===== src/rtl/fifo_write_arbiter.sv =====
// Round-robin arbiter sharing one FIFO write port among NUM_REQ requesters, with bursts ending on last or MAX_BURST beats.
// Optional idle-release timeout compiled in with `define FIFO_ARB_TIMEOUT_EN.
module fifo_write_arbiter #(
  parameter int NUM_REQ   = 4,
  parameter int DATA_W    = 8,
  parameter int MAX_BURST = 4,
  parameter int TIMEOUT   = 8
) (
  input  logic                      write_clk,
  input  logic                      rst,
  input  logic [NUM_REQ-1:0]        req_valid,
  input  logic [NUM_REQ-1:0]        req_last,
  input  logic [NUM_REQ*DATA_W-1:0] req_data,
  input  logic                      full,
  output logic [NUM_REQ-1:0]        req_ready,
  output logic [NUM_REQ-1:0]        grant,
  output logic                      wr_en,
  output logic [DATA_W-1:0]         wr_data,
  output logic                      busy
);

  localparam int IDX_W = (NUM_REQ > 1) ? $clog2(NUM_REQ) : 1;
  localparam int CNT_W = $clog2(MAX_BURST) + 1;

  typedef enum logic {IDLE, BURST} state_t;

  state_t             state, state_nxt;
  logic [NUM_REQ-1:0] grant_nxt;
  logic [IDX_W-1:0]   gidx, gidx_nxt;
  logic [IDX_W-1:0]   last_grant, last_grant_nxt;
  logic [CNT_W-1:0]   cnt, cnt_nxt;

  logic               pick_found;
  logic [IDX_W-1:0]   pick_idx;
  int unsigned        cand;

  logic               in_burst;
  logic               g_valid;
  logic               g_last;
  logic               burst_done;
  logic               timeout_hit;
  logic               release_now;

  // First valid requester searching upward from last_grant+1, wrapping.
  always_comb begin
    pick_found = 1'b0;
    pick_idx   = '0;
    cand       = 0;
    for (int unsigned i = 1; i <= NUM_REQ; i++) begin
      cand = (32'(last_grant) + i) % NUM_REQ;
      if (!pick_found && req_valid[IDX_W'(cand)]) begin
        pick_found = 1'b1;
        pick_idx   = IDX_W'(cand);
      end
    end
  end

  assign in_burst = (state == BURST);
  assign g_valid  = req_valid[gidx];
  assign g_last   = req_last[gidx];
  assign busy     = in_burst;
  assign wr_en    = in_burst & g_valid & ~full & ~rst;
  assign wr_data  = in_burst ? req_data[gidx*DATA_W +: DATA_W] : '0;

  always_comb begin
    req_ready = '0;
    if (in_burst && !full && !rst) req_ready[gidx] = 1'b1;
  end

  assign burst_done = wr_en & (g_last | (cnt == CNT_W'(MAX_BURST - 1)));

`ifdef FIFO_ARB_TIMEOUT_EN
  localparam int IDLE_W = $clog2(TIMEOUT + 1);
  logic [IDLE_W-1:0] idle_cnt;

  // Only cycles where the granted requester is not valid count; full stalls with valid high clear it.
  assign timeout_hit = in_burst & ~g_valid & (idle_cnt == IDLE_W'(TIMEOUT - 1));

  always_ff @(posedge write_clk) begin
    if (rst || !in_burst || g_valid || timeout_hit) idle_cnt <= '0;
    else                                            idle_cnt <= idle_cnt + 1'b1;
  end
`else
  // Timeout logic compiled out; the granted requester may hold the port indefinitely.
  assign timeout_hit = 1'b0 & (TIMEOUT != 0);
`endif

  assign release_now = burst_done | timeout_hit;

  always_comb begin
    state_nxt      = state;
    grant_nxt      = grant;
    gidx_nxt       = gidx;
    last_grant_nxt = last_grant;
    cnt_nxt        = cnt;
    case (state)
      IDLE: begin
        if (pick_found) begin
          state_nxt           = BURST;
          grant_nxt           = '0;
          grant_nxt[pick_idx] = 1'b1;
          gidx_nxt            = pick_idx;
          cnt_nxt             = '0;
        end
      end
      BURST: begin
        if (wr_en) cnt_nxt = cnt + 1'b1;
        if (release_now) begin
          state_nxt      = IDLE;
          grant_nxt      = '0;
          last_grant_nxt = gidx;
          cnt_nxt        = '0;
        end
      end
      default: state_nxt = IDLE;
    endcase
  end

  always_ff @(posedge write_clk) begin
    if (rst) begin
      state      <= IDLE;
      grant      <= '0;
      gidx       <= '0;
      last_grant <= IDX_W'(NUM_REQ - 1);
      cnt        <= '0;
    end else begin
      state      <= state_nxt;
      grant      <= grant_nxt;
      gidx       <= gidx_nxt;
      last_grant <= last_grant_nxt;
      cnt        <= cnt_nxt;
    end
  end

endmodule


===== config.mk =====
export PLATFORM = sky130hd
export DESIGN_NAME = fifo_write_arbiter
export DESIGN_NICKNAME = d
export VERILOG_FILES = /design/src/rtl/fifo_write_arbiter.sv
export SDC_FILE = /design/constraint.sdc
export NUM_CORES = 1
export LEC_CHECK = 0
export ABC_AREA = 1
export CAP_MARGIN = 40
export CORE_MARGIN = 3
export CORE_UTILIZATION = 39
export CTS_BUF_LIST = sky130_fd_sc_hd__clkbuf_4
export DETAILED_ROUTE_END_ITERATION = 7
export PLACE_DENSITY = 0.82
export SYNTH_ARGS = -nofsm -noshare
export SYNTH_HDL_FRONTEND = slang
export SYNTH_SLANG_ARGS = --single-unit

===== constraint.sdc =====
create_clock -name write_clk -period 1.7 [get_ports write_clk]
set_clock_uncertainty 0.1 [all_clocks]
set_input_delay 0.255 -clock write_clk [delete_from_list [all_inputs] [get_ports write_clk]]
set_output_delay 0.255 -clock write_clk [all_outputs]
set_load 0.02 [all_outputs]

==> flow_summary.ini <==
[status]
status = finished, violations left
violations = setup timing

[synth]
synth_edf_count = 0
async_reset_ff_share_pct = 0
synth.distinct_cells = 27
synth_common_cells = nand2_1, a21oi_1, a22oi_1
synth_cells = 165
yosys.area.top_type = dfxtp_1
yosys_register_bits = 12
synth_nets = 210
synth_area_mm2 = 0.001072
yosysMostFrequentCell = nand2_1
syn_avg_cell_area_um2 = 6.499
ys_warn_count = 0
synthDominantCellAreaShare_pct = 22.40
synth-seq-area-share_pct = 22.40
synthTopCellsByArea = dfxtp_1, nand2_1, a22oi_1, a21oi_1, nand2_2
synth_flop_cell = dfxtp_1

[finish]
drive_gt1_share_pct = 42.08
multi_input_area_um2 = 892.1
antenna_cells = 0
fillers = 147
nets = 306
regArea_um2 = 254.0
final_cells = 289
utilization_pct = 84.37
area_growth_pct = 100.2

[clock_tree]
postCtsHoldBufs = 0
clk_pin_slew_worst_paths_ps = 80
cts_buffer_depth = 2
cts_root_buffer = clkbuf_4
cts-htree-levels = 1
clock_sinks = 12
insertion_delay_ps = 270
cts_buffers = 3
cts_tree = yes

[route]
post_drt_wl_per_cell_um = 15.34
wl_mm = 4.433
dr.max_layer_used = met4
drt_pre_antenna_iters = 4
viasPerCell = 5.339
wl_met1_mm = 1.612
wl_met2_mm = 2.539
drc = 0
vias = 1543
drtIter0Drc = 88
ant_nets = 0
wl_met3_um = 209

[job]
max_cap_viol_count = 0

[grt]
grt_max_degree = 13
grt_overflow = 0
grt_pass1_vias = 1414
grt_pass1_wl_mm = 6.279
antenna_found_initial = 0
grt_usage_pct = 23.36

[floorplanning]
die_w_um = 58.44
initial_core_util_pct = 42.13
fp.dieH_um = 58.44
ios = 61
core-area_mm2 = 0.002545
placementRows = 18
die_area_mm2 = 0.003415

[worst_setup_path]
reg2reg_to = last_grant[1]$_SDFFE_PP1P_
cpPeakStageDelay_ps = 440
critPathSlowestCell = dfxtp_4
start_kind = register
r2r_start = gidx[1]$_SDFFE_PP0P_
crit_cells = 7
cp_top_family = flip-flops
crit_type = register to output port
worst_r2r_path_depth = 11
crit_path_end_kind = output port
critPathArrivalTime_ps = 1350
crit_path_end = wr_en
path_buf_inv = 2
r2r_slack_ps = 50
worstPathRequired_ps = 1340
crit_chain = nor2_4 -> buf_6 -> nand2_4 -> nand2_4 -> nor2_4 -> nor2_8 -> buf_6
cp_max_fo = 5
worstSetupStartpoint = gidx[0]$_SDFFE_PP0P_

[sta]
slew_headroom_pct = 85.25
setup_viol = 1
drv_slew = 0
rsz0062_at_grt = true
worst_slew_pin_slew_ps = 218.9
max_clock_freq_mhz = 587.3
fin_crit_ps = 1703
hold_violations = 0
fin_ws_ps = -2.670
post-route-period-util_pct = 100.2

[place]
pre_cts_slack_ps = -557.4
post-place-cells = 276
routabilityCongestion = 0.9077
portBuffers = 60
dp_hpwl_mm = 3.048

[power]
powerDensity_mw_per_mm2 = 561.4
p_leak_nw = 1.011
irDropWorstVdd_v = 0.0007241

[min_path]
hp-class = register to register
hp-start = grant[2]$_SDFFE_PP0P_
-- placed cells by master, fill, tap and decap left out, types with 4 or more instances in the layout --
| cell type | Yosys | layout |
|---|---|---|
| inv_2 | 3 | 4 |
| nor2_1 | 9 | 9 |
| nand3_1 | 9 | 8 |
| dfxtp_1 | 12 | 7 |
| a22oi_2 | 0 | 10 |
| buf_4 | 0 | 40 |
| nand2_1 | 48 | 39 |
| dlymetal6s2s_1 | 0 | 4 |
| a22oi_1 | 16 | 6 |
| a21oi_2 | 0 | 5 |
| nand4_1 | 5 | 5 |
| a21oi_1 | 17 | 12 |
| buf_6 | 1 | 4 |
| clkdlybuf4s50_1 | 0 | 42 |
| inv_1 | 12 | 9 |
| inv_4 | 3 | 5 |
| nand2_2 | 9 | 11 |
| nand2_4 | 1 | 7 |
-- where the power goes --
part           total, mW  leakage (nW)  internal [mW]  switching, mW
combinational      0.705         0.899          0.351          0.354
clock              0.171        0.0138         0.0819         0.0888
sequential         0.329        0.0989          0.300         0.0294
-- routing by layer --
| layer | up-vias | GRT usage, % |
|---|---|---|
| met5 | - | 0 |
| met2 | 49 | 42.74 |
| met3 | 10 | 3.947 |
| li1 | 758 | - |
| met1 | 726 | 28.61 |
| met4 | 0 | 4.305 |
-- state kept, by name, summed over array words and instances (netlist names) --
| signal | count |
|---|---|
| gidx | 2 |
| last_grant | 2 |
| grant | 4 |
| cnt | 3 |
| busy | 1 |
-- repair_timing --
item                                    in CTS  in global routing
gates cloned                                 1                  1
pin swaps                                    3                 17
gates resized for setup                     62                 66
endpoints found under the setup margin      21                 23
endpoints found under the hold margin        0                  0
setup buffers                                1                  7
-- per-stage QoR --
step	hold WS (ps)	setup TNS (ps)	cell area (µm²)	power [mW]
final	363.7	-2.670	2147	1.205
after CTS	366.1	-23.72	1866	1.052
after global routing	396.2	-618.8	2147	1.267
after floorplan	343.3	0	1077	0.6053
after global placement	354.0	-5615	1876	0.8854
after detailed placement	354.4	-6966	1876	0.8989
-- worst min path at each step --
stage	to	slack, ps	cells past startpoint
CTS	grant[2]$_SDFFE_PP0P_	370	2
finish	grant[2]$_SDFFE_PP0P_	360	2
global route	cnt[2]$_SDFFE_PP0P_	400	2
floorplan	cnt[2]$_SDFFE_PP0P_	340	2
global placement	grant[3]$_SDFFE_PP0P_	350	2
detailed placement	grant[2]$_SDFFE_PP0P_	350	2
-- kinds of logic after synthesis --
logic type / share of synthesized area, %
adder cells (fa/ha/maj): 2.333
flip-flops: 22.40
buffers and inverters: 9.333
AND/OR/NAND/NOR: 43.52
AO/OA/AOI/OAI: 22.40
-- final cells by class --
| cell class | count | area share, % |
|---|---|---|
| Tap cell | 30 | 1.748 |
| Clock buffer | 3 | 1.049 |
| Timing Repair inverter | 2 | 0.5828 |
| Sequential cell | 12 | 11.83 |
| Inverter | 19 | 4.604 |
| Timing Repair Buffer | 92 | 38.64 |
| Multi-Input combinational cell | 131 | 41.55 |
-- worst reg2reg max path, delay by kind of cell (launching register included) --
kind,cells,cell delay [ps]
AOI/OAI and AO/OA,1,80
buffers and inverters,3,460
DFF,1,390
and+or+nand+nor,7,520
Note: power is estimated with default switching activity, not from simulation.
==> RTL change 1 (config.mk and constraints unchanged) <==
`MAX_BURST`: 4 -> 2.
--- a/src/rtl/fifo_write_arbiter.sv
+++ b/src/rtl/fifo_write_arbiter.sv
@@ -3,7 +3,7 @@
 module fifo_write_arbiter #(
   parameter int NUM_REQ   = 4,
   parameter int DATA_W    = 8,
-  parameter int MAX_BURST = 4,
+  parameter int MAX_BURST = 2,
   parameter int TIMEOUT   = 8
 ) (
   input  logic                      write_clk,
Function: changed (Yosys sat finds a counterexample within 4 cycles, from zero or initial values and one cycle with rst high).
==> RTL change 1 against the unedited design <==
The run still ends with setup timing left. Critical path depth grew 5. Via count grew 1.2%. Global-route usage shrank 2.2 points. Synthesized area grew 13%. Critical path type is now reg2reg. Non-clock buffer count grew 1. Final cell count grew 2.1%. Total power grew 1.1%. Worst setup slack lost 91 ps. Largest power group unchanged. Design area grew 3.7%. Largest cell class unchanged. Register-to-register slack lost 140 ps. Sequential cell count shrank 1. Routed wire length grew 0.18%.
==> RTL change 1: results (changes against the unedited design) <==
Initial DRC Count -> 57 (-35%)
Vias per cell -> 5.29 (-0.89%)
Port bufs -> 60 (unchanged)
Post-Syn Nets -> 214 (+1.9%)
Largest net degree at the start of global routing -> 12 (-1)
Unique masters post-synth -> 32 (+19%)
Async S/R FF share, synth -> 0 (unchanged)
Detailed Routing Iterations Pass 1 -> 5 (+1)
Slowest-stage cell, CP -> dfxtp_4
Setup tns final -> -752 ps (-750 ps)
Fin worst setup slack -> -93.3 ps (-90.7 ps)
Max FFs per register -> 4 (unchanged)
Outcome -> complete, but fails checks
Root buffer cell -> clkbuf_4
Worst Max-Slew Pin Slew -> 242 ps (+23.0 ps)
Top_reg_cell synth -> dfxtp_1
Vias in the first global route -> 1357 (-4.0%)
Final Instance Count excl. Fillers -> 295 (+2.1%)
Final Setup Violations -> 11 (+10)
Most frequent cells after synthesis -> nand2_1 (25), inv_1 (17), a21oi_1 (16), a22oi_1 (16), nand3_1 (16)
WP data required -> 1820 ps (+480 ps)
Yosys warnings -> 0 (unchanged)
Clock Latency Late Sink -> 280 ps
Failing checks -> setup timing
GP Congestion -> 0.811 (-11%)
CP max FO -> 6 (+1)
DP Worst Slack -> -477 ps (+80.7 ps)
Top Family by Delay on Critical Path -> buffers and inverters
Cell count after placement -> 277 (+0.36%)
Sequential fraction of the synthesis area -> 0.181 (-0.0426)
Reg clk slew, reported paths -> 80 ps (about the same)
Share of layout cells above drive strength 1 -> 0.477 (+0.0564)
DPL Wire Length -> 2900 um (-4.7%)
Pleak -> 1.10 nW (+8.3%)
Worst min-delay path class -> in2reg
Total Nets Final -> 309 (+0.98%)
VDD IR max -> 0.000667 V (-7.9%)
Met1 usage -> 0.256 (-0.0305)
First-pass GRT wire length -> 6040 um (-3.9%)
H-Tree Depth -> 1 (unchanged)
CTS buffer count -> 3 (unchanged)
Number of diodes -> 0 (unchanged)
Wire length per cell -> 15.1 um (-1.9%)
Total track usage -> 0.212 (-0.0221)
Max stage delay on crit path -> 390 ps (-50 ps)
Mean Syn Cell Area -> 7.14 um^2 (+9.9%)
Met2 Resource Use GR -> 0.378 (-0.0493)
Synth top area cells -> dfxtp_1 (18%), nand2_4 (10%), a22oi_1 (9.9%)
GR Util met3 -> 0.0434 (+0.00391)
Initial antenna violation count -> 0 (unchanged)
RTL change 1: cell types whose count changed in the layout (fill, tap and decap cells not counted), moves of 5 or more:
cell,unedited run,this run
nand2_1,39,14
buf_4,40,31
nand2_4,7,15
buf_2,1,7
nand2_2,11,17
a22oi_1,6,11
a22oi_2,10,5
RTL change 1: what timing repair did:
action / in CTS / in global routing
hold buffers: 0 / 0
pin swaps: 10 / 18
gates resized for setup: 86 / 34
setup endpoints to repair: 23 / 24
cloned: 2 / 0
setup buffers: 6 / 6
RTL change 1: layout make-up:
| cell class | instances | area [um^2] |
|---|---|---|
| flip-flops and latches | 11 | 235 |
| fillers | 185 | 627 |
| repair buffers | 93 | 833 |
| multi-input cells | 130 | 970 |
| clock buffers | 4 | 30.0 |
| well taps | 31 | 38.8 |
| repair inverters | 1 | 5.00 |
| inverters | 25 | 114 |
RTL change 1: per-layer routing:
layer  vias to the layer above  share of wire
met5                         -              0
met4                         0          0.029
met2                        75           0.49
li1                        767              -
met3                        12          0.096
met1                       707           0.39
RTL change 1: worst reg2reg max path, cell delays in order (launching register included):
cell and delay [ps]:
dfxtp_4 390, inv_2 70, nand2_2 60, buf_6 130, o22ai_4 160, nor2_4 70, nor2_8 90, buf_6 110
nand3b_1 110, buf_4 160, a21oi_2 140, o21ai_1 80, inv_1 60
RTL change 1: where the power goes:
part           internal [mW]  switching (mW)
clock                  0.107          0.0941
sequential             0.276          0.0272
combinational          0.350           0.365
total                  0.733           0.486
RTL change 1: path summary, 6_finish.rpt:
path | from | end | slack (ps) | depth (start not counted)
setup reg to reg | gidx[1]$_SDFFE_PP0P_ | cnt[0]$_SDFFE_PP0P_ | -90 | 12
setup / recovery | gidx[1]$_SDFFE_PP0P_ | cnt[0]$_SDFFE_PP0P_ | -90 | 12
hold reg to reg | cnt[1]$_SDFFE_PP0P_ | cnt[1]$_SDFFE_PP0P_ | 380 | 2
hold / removal | rst | grant[3]$_SDFFE_PP0P_ | 300 | 3
RTL change 1: logic make-up after synthesis:
logic type / count (synthesis) / synth area share
AND/OR/NAND/NOR: 86 / 0.457
AO/OA/AOI/OAI: 42 / 0.224
buffers and inverters: 30 / 0.128
flip-flops: 11 / 0.181
adder cells (fa/ha/maj): 1 / 0.0103
RTL change 1: metrics by stage:
| step | util | area, um^2 |
|---|---|---|
| 3_5_place_dp | 0.687 | 1960 |
| 3_3_place_gp | 0.687 | 1960 |
| 4_1_cts | 0.727 | 2070 |
| 6_report | 0.780 | 2230 |
| 5_1_grt | 0.780 | 2230 |
| 2_1_floorplan | - | 1210 |
==> RTL change 2 (config.mk and constraints unchanged) <==
Without the edit above. Add a define of `FIFO_ARB_TIMEOUT_EN`.
--- a/src/rtl/fifo_write_arbiter.sv
+++ b/src/rtl/fifo_write_arbiter.sv
@@ -1,5 +1,7 @@
 // Round-robin arbiter sharing one FIFO write port among NUM_REQ requesters, with bursts ending on last or MAX_BURST beats.
 // Optional idle-release timeout compiled in with `define FIFO_ARB_TIMEOUT_EN.
+`define FIFO_ARB_TIMEOUT_EN
+
 module fifo_write_arbiter #(
   parameter int NUM_REQ   = 4,
   parameter int DATA_W    = 8,
Behaviour: not the same (Yosys sat finds a counterexample within 10 cycles, from zero or initial values and one cycle with rst high).
==> RTL change 2 against the unedited design <==
The flow still finishes with violations (setup timing). Synthesized area grew 39%. Final cell count grew 26%. Total power grew 19%. Register-to-register slack lost 90 ps. Routed wire length grew 7.6%. Worst hold slack lost 26 ps. First-iteration DRC count shrank 47%. Design area grew 17%. Via count grew 19%. Count of clock-buffer cells in the layout is the same. Sequential cell count grew 4. Global-route usage shrank 3.4 points. Critical endpoint is now wr_data[5]. Worst setup slack lost 120 ps.
==> RTL change 2: results (changes against the unedited design) <==
Outcome -> complete, but fails checks
Failing checks -> setup timing
XOR/XNOR Fraction of Synth Area -> 0.00587 (+0.00587)
R2R Path Start -> gidx[1]$_SDFFE_PP0P_
Met2 Resource Use GR -> 0.373 (-0.0544)
Reg-to-reg slack, setup -> -40 ps (-90 ps)
Fin worst setup slack -> -119 ps (-117 ps)
Final Setup Violations -> 13 (+12)
Largest net degree at the start of global routing -> 16 (+3)
Final Instance Count excl. Fillers -> 364 (+26%)
Post-Syn Nets -> 275 (+31%)
Most frequent cells after synthesis -> nand2_1 (67), nand3_1 (25), nor2_1 (18)
Bufs on Longest Clock Path -> 2 (unchanged)
Syn Inst Count -> 229 (+39%)
Pleak -> 1.16 nW (+15%)
Number of gates resized after CTS -> 96 (+55%)
HP Start -> rst
WL met3 -> 579 um (+180%)
DP Worst Slack -> -569 ps (-11.2 ps)
Share of layout cells above drive strength 1 -> 0.368 (-0.0529)
Hold WS -> 337 ps (-26.3 ps)
CP endpoint -> wr_data[5]
Synth top area cells -> dfxtp_1 (21%), nand2_1 (17%), nand3_1 (8.4%)
Total track usage -> 0.199 (-0.0342)
First-pass GRT wire length -> 7250 um (+15%)
Via count -> 1838 (+19%)
Post-CTS Setup Inserts -> 3 (+2)
Worst Path Arrival -> 1460 ps (+110 ps)
Metal-1 WL -> 1940 um (+20%)
Compound-Gate Fraction of Synth Area -> 0.160 (-0.0639)
R2r worst-path depth -> 12 (+1)
Max stage delay on crit path -> 400 ps (-40 ps)
Sequential fraction of the synthesis area -> 0.215 (-0.00945)
Initial DRC Count -> 47 (-47%)
DPL Wire Length -> 3330 um (+9.4%)
Max-slew headroom -> 0.802 (-0.0508)
Cell count after placement -> 352 (+28%)
GP Congestion -> 0.817 (-10%)
Worst Hold Depth -> 3 (+1)
Wire length per cell -> 13.1 um (-15%)
Hold worst-path end -> grant[0]$_SDFFE_PP0P_
Routed wl met2 -> 2240 um (-12%)
Worst min-delay path class -> in2reg
Placed Area -> 2290 um^2 (+22%)
Filler Cell Count -> 273 (+86%)
VDD IR max -> 0.000440 V (-39%)
RR Endpoint -> cnt[2]$_SDFFE_PP0P_
Adder-Cell Fraction of Synth Area -> 0.0251 (+0.00181)
Unique masters post-synth -> 31 (+15%)
Final non-filler cell area -> 2510 um^2 (+17%)
Setup tns final -> -637 ps (-634 ps)
Total Nets Final -> 365 (+19%)
Met1 usage -> 0.222 (-0.0640)
Largest registers -> grant (4), idle_cnt (4), cnt (3)
[RTL change 2: cell types whose count changed in the layout (fill, tap and decap cells not counted), sizes merged, moves of 6 or more]
cell	before	now
nand2	59	83
nand3	9	28
nor2	14	29
a22oi	16	8
a31oi	0	8
o21ai	1	8
a21oi	17	11
[RTL change 2: final cells by class]
cell class | count | area share
Timing Repair Buffer | 90 | 0.338
Tap cell | 46 | 0.0229
Multi-Input combinational cell | 186 | 0.459
Sequential cell | 16 | 0.131
Clock buffer | 3 | 0.00896
Clock inverter | 1 | 0.00149
Inverter | 22 | 0.0383
[RTL change 2: power breakdown]
group	internal [mW]	switching, mW	total (mW)	leakage (nW)
combinational	0.385	0.413	0.798	1.01
sequential	0.404	0.0276	0.432	0.132
clock	0.0853	0.116	0.202	0.0154
total	0.875	0.557	1.43	1.16
[RTL change 2: worst max-delay path: cells and delay by family, from the launching register on]
kind	cells	cell delay, ps
DFF	1	400
AOI/OAI and AO/OA	2	300
and+or+nand+nor	1	160
buffers and inverters	2	320
